==> config.mk <==
export PLATFORM = sky130hd
export DESIGN_NAME = imem_readback_tx_flat
export DESIGN_NICKNAME = d
export VERILOG_FILES = /design/src/rtl/pat_link_pkg.sv /design/src/rtl/imem_readback_tx_if.sv /design/src/rtl/link_sync2.sv /design/src/rtl/imem_readback_tx.sv /design/src/flat_wrapper.sv
export SDC_FILE = /design/constraint.sdc
export NUM_CORES = 1
export LEC_CHECK = 0
export ABC_AREA = 1
export BUFFER_PORTS_ARGS = -buffer_cell sky130_fd_sc_hd__buf_2
export CORE_ASPECT_RATIO = 1.75
export CORE_MARGIN = 1
export CORE_UTILIZATION = 50
export DETAILED_ROUTE_END_ITERATION = 7
export PLACE_DENSITY = 0.76
export SLEW_MARGIN = 20
export SYNTH_ARGS = -nofsm -noshare
export SYNTH_HDL_FRONTEND = slang
export SYNTH_SLANG_ARGS = --single-unit
==> constraint.sdc <==
create_clock -name clk_int -period 1.6 [get_ports clk_int]
set_input_delay 0.24 -clock clk_int [delete_from_list [all_inputs] [get_ports clk_int]]
set_output_delay 0.24 -clock clk_int [all_outputs]
set_load 0.01 [all_outputs]
==> src/rtl/pat_link_pkg.sv <==
// Shared definitions for the pad-level iMem link (loader and readback
// transmitter). This is the single definition of the frame format:
// {pad, address, data}, sent MS byte first.
// Contents: widths, frame geometry, FSM state encoding, frame helpers.
package pat_link_pkg;

  localparam int ADDR_W      = 10;
  localparam int DATA_W      = 40;
  localparam int FRAME_BYTES = (ADDR_W + DATA_W + 7) / 8;
  localparam int FRAME_W     = FRAME_BYTES * 8;
  localparam int PAD_W       = FRAME_W - ADDR_W - DATA_W;
  localparam int IDX_W       = $clog2(FRAME_BYTES);

  typedef enum logic [2:0] {
    IDLE    = 3'd0,
    READ    = 3'd1,
    LATCH   = 3'd2,
    SETUP   = 3'd3,
    STROBE  = 3'd4,
    RELEASE = 3'd5
  } link_state_e;

  function automatic logic [FRAME_W-1:0] pack_frame(input logic [ADDR_W-1:0] addr,
                                                    input logic [DATA_W-1:0] data);
    return {{PAD_W{1'b0}}, addr, data};
  endfunction

  function automatic logic [7:0] frame_byte(input logic [FRAME_W-1:0] frame,
                                            input logic [IDX_W-1:0]   idx);
    return frame[idx*8 +: 8];
  endfunction

endpackage

==> src/rtl/imem_readback_tx_if.sv <==
// Bus bundle for the readback transmitter: core request side, iMem read
// port and the io_b pad link.
//   master : the transmitter's view (drives req_ready, imem_rd_*, out_*,
//            busy, done)
//   slave  : the environment's view (core, iMem, host pad)
interface imem_readback_tx_if;
  import pat_link_pkg::*;

  logic              req_valid;
  logic [ADDR_W-1:0] req_addr;
  logic              req_ready;
  logic              abort;
  logic              imem_rd_en;
  logic [ADDR_W-1:0] imem_rd_adr;
  logic [DATA_W-1:0] imem_rd_data;
  logic [7:0]        out_byte;
  logic              out_strobe;
  logic              host_ack;
  logic              busy;
  logic              done;

  modport master (
    input  req_valid, req_addr, abort, imem_rd_data, host_ack,
    output req_ready, imem_rd_en, imem_rd_adr, out_byte, out_strobe, busy, done
  );

  modport slave (
    output req_valid, req_addr, abort, imem_rd_data, host_ack,
    input  req_ready, imem_rd_en, imem_rd_adr, out_byte, out_strobe, busy, done
  );

endinterface

==> src/rtl/link_sync2.sv <==
// Two-flop synchroniser for a single asynchronous level (host ack, loader
// strobe/write). Both flops clear on reset.
//   clk, rst_n : destination clock, async active-low reset
//   d          : asynchronous input
//   q          : synchronised output
module link_sync2 (
  input  logic clk,
  input  logic rst_n,
  input  logic d,
  output logic q
);

  logic meta;

  always_ff @(posedge clk or negedge rst_n) begin
    if (!rst_n) begin
      meta <= 1'b0;
      q    <= 1'b0;
    end else begin
      meta <= d;
      q    <= meta;
    end
  end

endmodule

==> src/rtl/imem_readback_tx.sv <==
// iMem readback transmitter. On an accepted request it reads one iMem word,
// packs {pad, addr, data} into a FRAME_BYTES frame and sends it MS byte
// first over a 4-phase strobe/ack handshake on the io_b pins.
//   clk_int, reset_n : core clock, async active-low reset
//   bus (master)     : request, abort, iMem read port, out_byte/out_strobe,
//                      host_ack, busy, done
// SETUP_CYCLES: cycles out_byte is stable before out_strobe rises.
module imem_readback_tx
  import pat_link_pkg::*;
#(
  parameter int SETUP_CYCLES = 2
) (
  input  logic clk_int,
  input  logic reset_n,
  imem_readback_tx_if.master bus
);

  localparam int CNT_W = (SETUP_CYCLES > 1) ? $clog2(SETUP_CYCLES + 1) : 1;
  // The LATCH cycle already presents the first byte, so it counts as one
  // setup cycle for byte 6; SETUP itself is always at least one cycle.
  localparam int FIRST_WAIT = (SETUP_CYCLES > 1) ? SETUP_CYCLES - 2 : 0;
  localparam int NEXT_WAIT  = (SETUP_CYCLES > 0) ? SETUP_CYCLES - 1 : 0;

  link_state_e        state, nxt;
  logic [ADDR_W-1:0]  addr_q;
  logic [FRAME_W-1:0] frame_q;
  logic [IDX_W-1:0]   idx_q;
  logic [CNT_W-1:0]   cnt_q;
  logic               ack_s;
  logic               accept;

  link_sync2 u_ack_sync (
    .clk   (clk_int),
    .rst_n (reset_n),
    .d     (bus.host_ack),
    .q     (ack_s)
  );

  // abort wins over a same-cycle request
  assign accept = (state == IDLE) && bus.req_valid && !bus.abort;

  always_ff @(posedge clk_int or negedge reset_n) begin
    if (!reset_n) begin
      state   <= IDLE;
      addr_q  <= '0;
      frame_q <= '0;
      idx_q   <= '0;
      cnt_q   <= '0;
    end else begin
      state <= nxt;
      case (state)
        IDLE:    if (accept) addr_q <= bus.req_addr;
        READ:    idx_q <= IDX_W'(FRAME_BYTES - 1);
        LATCH: begin
          frame_q <= pack_frame(addr_q, bus.imem_rd_data);
          cnt_q   <= CNT_W'(FIRST_WAIT);
        end
        SETUP:   if (cnt_q != '0) cnt_q <= cnt_q - CNT_W'(1);
        RELEASE: if (!ack_s && idx_q != '0) begin
          idx_q <= idx_q - IDX_W'(1);
          cnt_q <= CNT_W'(NEXT_WAIT);
        end
        default: ;
      endcase
    end
  end

  always_comb begin
    nxt = state;
    case (state)
      IDLE:    if (accept) nxt = READ;
      READ:    nxt = LATCH;
      LATCH:   nxt = SETUP;
      // ack_s must be seen low before strobing so a stale ack from the
      // previous handshake cannot complete this one.
      SETUP:   if (cnt_q == '0 && !ack_s) nxt = STROBE;
      STROBE:  if (ack_s) nxt = RELEASE;
      RELEASE: if (!ack_s) nxt = (idx_q == '0) ? IDLE : SETUP;
      default: nxt = IDLE;
    endcase
    if (bus.abort && state != IDLE) nxt = IDLE;
  end

  // All outputs decode from the state flop so reset clears them at once.
  always_comb begin
    bus.out_byte = 8'h00;
    case (state)
      // read data arrives this cycle; present it straight away so the
      // first byte gets its full setup time
      LATCH:                  bus.out_byte = frame_byte(pack_frame(addr_q, bus.imem_rd_data), idx_q);
      SETUP, STROBE, RELEASE: bus.out_byte = frame_byte(frame_q, idx_q);
      default:                bus.out_byte = 8'h00;
    endcase
  end

  assign bus.req_ready   = (state == IDLE);
  assign bus.busy        = (state != IDLE);
  assign bus.imem_rd_en  = (state == READ);
  assign bus.imem_rd_adr = (state == READ) ? addr_q : '0;
  assign bus.out_strobe  = (state == STROBE);
  assign bus.done        = (state == RELEASE) && !ack_s && (idx_q == '0) && !bus.abort;

endmodule

==> src/flat_wrapper.sv <==
// flat-port wrapper written by rule: the top's interface ports become plain ports
module imem_readback_tx_flat import pat_link_pkg::*;
#(
  parameter int SETUP_CYCLES = 2
)
  (clk_int, reset_n, bus_req_valid, bus_req_addr, bus_abort, bus_imem_rd_data, bus_host_ack, bus_req_ready, bus_imem_rd_en, bus_imem_rd_adr, bus_out_byte, bus_out_strobe, bus_busy, bus_done);
  imem_readback_tx_if bus_i ();
  input  logic clk_int;
  input  logic reset_n;
  input wire logic [$bits(bus_i.req_valid)-1:0] bus_req_valid;
  input wire logic [$bits(bus_i.req_addr)-1:0] bus_req_addr;
  input wire logic [$bits(bus_i.abort)-1:0] bus_abort;
  input wire logic [$bits(bus_i.imem_rd_data)-1:0] bus_imem_rd_data;
  input wire logic [$bits(bus_i.host_ack)-1:0] bus_host_ack;
  output wire logic [$bits(bus_i.req_ready)-1:0] bus_req_ready;
  output wire logic [$bits(bus_i.imem_rd_en)-1:0] bus_imem_rd_en;
  output wire logic [$bits(bus_i.imem_rd_adr)-1:0] bus_imem_rd_adr;
  output wire logic [$bits(bus_i.out_byte)-1:0] bus_out_byte;
  output wire logic [$bits(bus_i.out_strobe)-1:0] bus_out_strobe;
  output wire logic [$bits(bus_i.busy)-1:0] bus_busy;
  output wire logic [$bits(bus_i.done)-1:0] bus_done;
  assign bus_i.req_valid = bus_req_valid;
  assign bus_i.req_addr = bus_req_addr;
  assign bus_i.abort = bus_abort;
  assign bus_i.imem_rd_data = bus_imem_rd_data;
  assign bus_i.host_ack = bus_host_ack;
  assign bus_req_ready = bus_i.req_ready;
  assign bus_imem_rd_en = bus_i.imem_rd_en;
  assign bus_imem_rd_adr = bus_i.imem_rd_adr;
  assign bus_out_byte = bus_i.out_byte;
  assign bus_out_strobe = bus_i.out_strobe;
  assign bus_busy = bus_i.busy;
  assign bus_done = bus_i.done;
  imem_readback_tx #(.SETUP_CYCLES(SETUP_CYCLES)) u_core (.clk_int(clk_int), .reset_n(reset_n), .bus(bus_i));
endmodule
Word level (Yosys, flattened, before mapping)
Cells that the tools add are included.
Widths: inputs -> output; s select.

cells by class
  add/subtract/negate cells = 2
  equality and inequality tests = 11
  shift operators = 2
  mux-type cells = 14
  reduce and logical (&&, ||, !) cells = 23

operators by type and width
  operator             count
  $shiftx 56x7->8      2
  $mux 3               6
  $pmux 3 s6           1
  $pmux 8 s2           1
  $mux 10              1
  $ne 3x1->1 const B   3
  $reduce_bool 3->1    3
  $logic_and 1x1->1    8
  $eq 3x2->1 const B   2
  $eq 3x3->1 const B   2
  $logic_not 3->1      2
  $mux 2               3
  $pmux 2 s3           1
  $pmux 3 s2           1
  $ne 2x1->1 const B   2
  $reduce_and 2->1     2
  $reduce_and 4->1     1
  $reduce_bool 2->1    2
  $eq 3x1->1 const B   1
  $ne 3x2->1 const B   1
  $reduce_and 3->1     1
  $reduce_or 3->1      1
  $sub 3x1->3 const B  1
  $logic_not 1->1      2
  2 further kinds      2

storage, ports and cells
  flip-flop bits (word level) = 70
  input bits = 55
  output and inout bits = 23
  logic and storage cells = 59

Depth between registers and ports, before layout
  depth after elaboration = 6
  gate-level depth with buffers = 12
  mapped depth without buffers = 11

Modules after synthesis
From an unflattened synthesis, not the netlist that was laid out.

second synthesis, totals
  cells, all modules = 540
  area, all modules = 4,043.9 µm²

by module, submodules not included
  module            times used  cells an instance  area an instance (µm²)  seq. area each (µm²)
  imem_readback_tx  1           538                3,993.8                 1,701.6
  link_sync2        1           2                  50.0                    50.0

Worst setup path before layout
Ideal clock, no wire load.

  path type = reg2reg
  from = register u_core.idx_q[1]
  to = register u_core.cnt_q[0]
  library setup time = 0.132 ns
  arrival = 1.617 ns
  data required time = 1.468 ns
  path slack = -0.149 ns
  stages on the path, launching flop included = 8
  buffers on the path = 1
  period minus slack after synthesis = 1.749 ns
  cell sequence = dfrtp_1 clkinv_1 clkbuf_1 ha_1 a21oi_1 nand2_1 a22oi_1 o21ai_0

on the way
  word-level cells in the longest chain between the ends = 4

ends and longest elaborated chain
  what                               line                    RTL
  start, declared                    imem_readback_tx.sv:27  logic [IDX_W-1:0] idx_q;
  start signal, assigned             imem_readback_tx.sv:53  READ: idx_q <= IDX_W'(FRAME_BYTES - 1);
  start signal, assigned             imem_readback_tx.sv:60  idx_q <= idx_q - IDX_W'(1);
  $reduce_bool 3->1                  imem_readback_tx.sv:59  RELEASE: if (!ack_s && idx_q != '0) begin
  $logic_and 1x1->1                  imem_readback_tx.sv:59
  $ne 2x1->1 (no source line)        -
  $reduce_and 3->1 (no source line)  -
  end signal, assigned               imem_readback_tx.sv:56  cnt_q <= CNT_W'(FIRST_WAIT);
  end signal, assigned               imem_readback_tx.sv:58  SETUP: if (cnt_q != '0) cnt_q <= cnt_q - CNT_W'(1);
  end signal, assigned               imem_readback_tx.sv:61  cnt_q <= CNT_W'(NEXT_WAIT);
  end, declared                      imem_readback_tx.sv:28  logic [CNT_W-1:0] cnt_q;

Every way passes these cells.
A chain may end at the register's enable or synchronous reset.

Worst setup path in the final report
  from = register u_core.state[2]
  to = output bus_out_byte[7]

on the way
  word-level cells in the longest chain between the ends = 3
  elaborated cells on any way between the ends = 6
  classes of those cells = eq/ne (4); mux (1); reduce/logical (1)

ends and longest elaborated chain
  what                                             line                    RTL
  start, declared                                  imem_readback_tx.sv:24  link_state_e state, nxt;
  start signal, assigned                           imem_readback_tx.sv:50  state <= nxt;
  $eq 3x3->1 / $eq 3x2->1 (equally long branches)  imem_readback_tx.sv:87  case (state)
  $reduce_or 3->1                                  imem_readback_tx.sv:87
  $pmux 8 s2 (*)                                   imem_readback_tx.sv:87
  end, declared                                    flat_wrapper.sv:18      output wire logic [$bits(bus_i.out_byte)-1:0] bus_out_byte;

Every way passes the cells marked *; elsewhere a longest branch is shown, timed or not.

==> flow_summary.toml <==
[clock_tree]
cts-root-buf = "clkbuf_16"
numCtsBuffers = 9
htreeDepth = 3
clk_pin_slew_worst_paths_ns = 0.06
cts_sinks = 70
cts_tree = "built"
worstSkewPairLatency_ns = 0.33
clk_path_buf_depth = 2

[floorplan]
core_area_sq_um = 7860
fp.dieH_um = 121
die_area_sq_um = 8450
pin_count = 78
die_w_um = 69.9
placementRows = 43
start_util_pct = 51.4

[min_path]
hold_start = "bus_req_addr[2]"
holdCritPathClass = "in2reg"
holdPathStages = 3
holdPathEnd = "u_core.addr_q[2]$_DFFE_PN0P_"

[sta]
fin_hold_ws_ns = 0.153
fmax_mhz = 423
clock-skew-final_ns = 0.00646
worstMarginPinSlew_ns = 0.634
finalHoldViolCount = 0
finalSetupViolations = 44
period_needed_ns = 2.37
slew_violations = 0
worst_slack_ns = -0.766
rsz0062_at_grt = "true"
relSlewSlack_pct = 57.7
finalSetupTns_ns = -13.57
fin_crit_sh_pct = 148

[worst_setup_path]
worstSetupPathType = "reg2out"
crit_fanout = 9
reg2reg_depth = 9
worstPathArrival_ns = 2.13
end_kind = "output pin"
critPathTopFamily = "simple AND/OR/NAND/NOR gates"
crit_chain = "inv_2 -> nand3_4 -> buf_4 -> buf_8 -> nand4_1 -> nand3_1 -> nand2_1 -> nand2_1 -> nand2_1 -> nand2_1 -> nor2_2 -> buf_2"
cpPeakStageDelay_ns = 0.48
critPathBufInv = 4
reg2reg_from = "u_core.state[2]$_DFFE_PN0P_"
crit_required_ns = 1.36
cp_slowest_cell = "dfrtp_2"
crit_top_cell = "nand2_1"
reg2reg_to = "u_core.state[2]$_DFFE_PN0P_"
rrSetupSlack_ns = -0.44
start_kind = "register"

[detailed_routing]
vias_per_cell = 5.62
drt_iter0_markers = 333
ant_nets = 0
wirelength_mm = 13.6
drc = 0
vias = 4353
wire_per_inst_um = 17.6
drt_first_pass_iters = 6

[global_route]
track_usage_pct = 28.0
grt_pass1_vias = 3987
grt_max_degree = 43
antenna_found_initial = 0
grt-ovfl-total = 0
grt_pass1_wl_mm = 18.5

[synth]
synthTopCellsByArea = "dfrtp_1, nand2_1, nand3_1"
async_flop_share_pct = 100
yosys.area.top_type = "dfrtp_1"
syn_nets = 609
synth_most_common_cell = "nand2_1"
netlist_area_sq_um = 4040
avgSynthCellArea_sq_um = 7.32
synth_ff_type = "dfrtp_1"
synth_common_cells = "nand2_1, dfrtp_1, inv_1"
synth_edf_count = 0
synthCells = 551
yosys_warnings = 0
synth_cell_types = 24
ys_ff_latch = 70
synth_top_area_share_pct = 43.4
ys_seq_area_share_pct = 43.4

[job]
drv_cap = 0

[power_and_ir_drop]
ir_drop_mv = 1.59
power.leakage_nw = 3.04
power_density_nw_per_um2 = 2280

[final_layout]
multiInputGateArea_sq_um = 2070
drive_gt1_share_pct = 35.1
syn2layout_area_growth_pct = 42.2
nFillCells = 558
finish.utilization_pct = 73.1
num-nets-final = 737
regArea_sq_um = 1760
antenna_cells = 0

[placement]
post-dp-hpwl_mm = 7.92
numPortBuffers = 77
gp_congestion = 0.902

[run_status]
status = "finished, violations left"
violations = "negative setup slack"
==> how the worst max path moves through the flow <==
stage / startpoint / cells after the start / slack [ns] / end
2_1_floorplan: u_core.state[1]$_DFFE_PN0P_ / 12 / -0.04 / bus_out_byte[4]
3_3_place_gp: u_core.state[0]$_DFFE_PN0P_ / 12 / -0.27 / bus_out_byte[4]
3_5_place_dp: u_core.state[1]$_DFFE_PN0P_ / 12 / -0.29 / bus_out_byte[4]
4_1_cts: u_core.state[1]$_DFFE_PN0P_ / 12 / -0.64 / bus_out_byte[0]
5_1_grt: u_core.state[2]$_DFFE_PN0P_ / 12 / -0.82 / bus_out_byte[2]
6_report: u_core.state[2]$_DFFE_PN0P_ / 12 / -0.77 / bus_out_byte[7]
==> power breakdown <==
part / internal [mW] / switching (mW)
Combinational: 3.50 / 4.38
Clock: 1.24 / 0.752
Sequential: 2.64 / 0.563
==> final cells by class <==
| class | count | area share (%) |
|---|---|---|
| Inverter | 72 | 4.91 |
| Tap cell | 90 | 1.96 |
| Sequential cell | 70 | 30.6 |
| Multi-Input combinational cell | 381 | 36.1 |
| Timing Repair Buffer | 144 | 21.3 |
| Clock buffer | 11 | 4.23 |
| Timing Repair inverter | 1 | 0.131 |
| Clock inverter | 5 | 0.872 |
==> layout by cell type (no fill, tap or decap), drive strengths merged <==
cell type,n
dlygate4sd3,2
o211ai,3
clkbuf,17
nor2,43
nor3,1
inv,71
ha,3
bufinv,1
a21oi,17
buf,136
dfrtp,70
nand3,65
clkinv,5
mux2,21
nand4,9
a22oi,1
clkinvlp,1
o21ai,42
nand2,175
or2,1
==> layer usage <==
layer | routed length, um | global-route usage [%] | vias to the layer above
li1 | - | - | 1999
met1 | 4930 | 32.3 | 2067
met2 | 7170 | 49.9 | 223
met3 | 786 | 4.08 | 64
met4 | 740 | 13.9 | 0
met5 | 0 | 0 | -
==> worst min-delay path: cells and delay by family <==
kind | cells | cell delay (ns)
compound gates | 1 | 0.10
buf+inv | 1 | 0.07
simple gates | 1 | 0.03
==> cell families (layout without fill, tap and decap cells) <==
group / after synthesis / after routing / share of synthesized area (%)
AOI/OAI and AO/OA: 63 / 63 / 8.06
buffers and inverters: 101 / 233 / 10.4
DFF: 70 / 70 / 43.4
and+or+nand+nor: 293 / 294 / 31.3
adders and majority gates: 3 / 3 / 0.930
muxes: 21 / 21 / 5.86
==> what timing repair did <==
action	CTS	global route
buffers inserted	6	15
endpoints found under the setup margin	28	62
gates resized for setup	34	53
pin swaps	2	12
hold buffers	1	1
cloned	2	6
hold endpoints to repair	21	1
==> per-stage QoR <==
stage | power (mW) | instance area, sq um | worst slack [ns] | cells
after global routing | 13.8 | 5740 | -0.816 | 774
after detailed placement | 9.14 | 4800 | -0.287 | 729
after floorplan | 7.07 | 4090 | -0.0402 | 551
final | 13.1 | 5740 | -0.766 | 774
after CTS | 11.6 | 5280 | -0.643 | 754
after global placement | 8.93 | 4800 | -0.270 | 729
==> state kept, by name, summed over array words and instances, names as in the netlist <==
| name | cells |
|---|---|
| u_core.u_ack_sync.meta | 1 |
| u_core.cnt_q | 2 |
| u_core.addr_q | 10 |
| u_core.idx_q | 3 |
| u_core.frame_q | 50 |
| u_core.state | 3 |
| u_core.u_ack_sync.q | 1 |
Note: power is estimated with default switching activity, not from simulation.
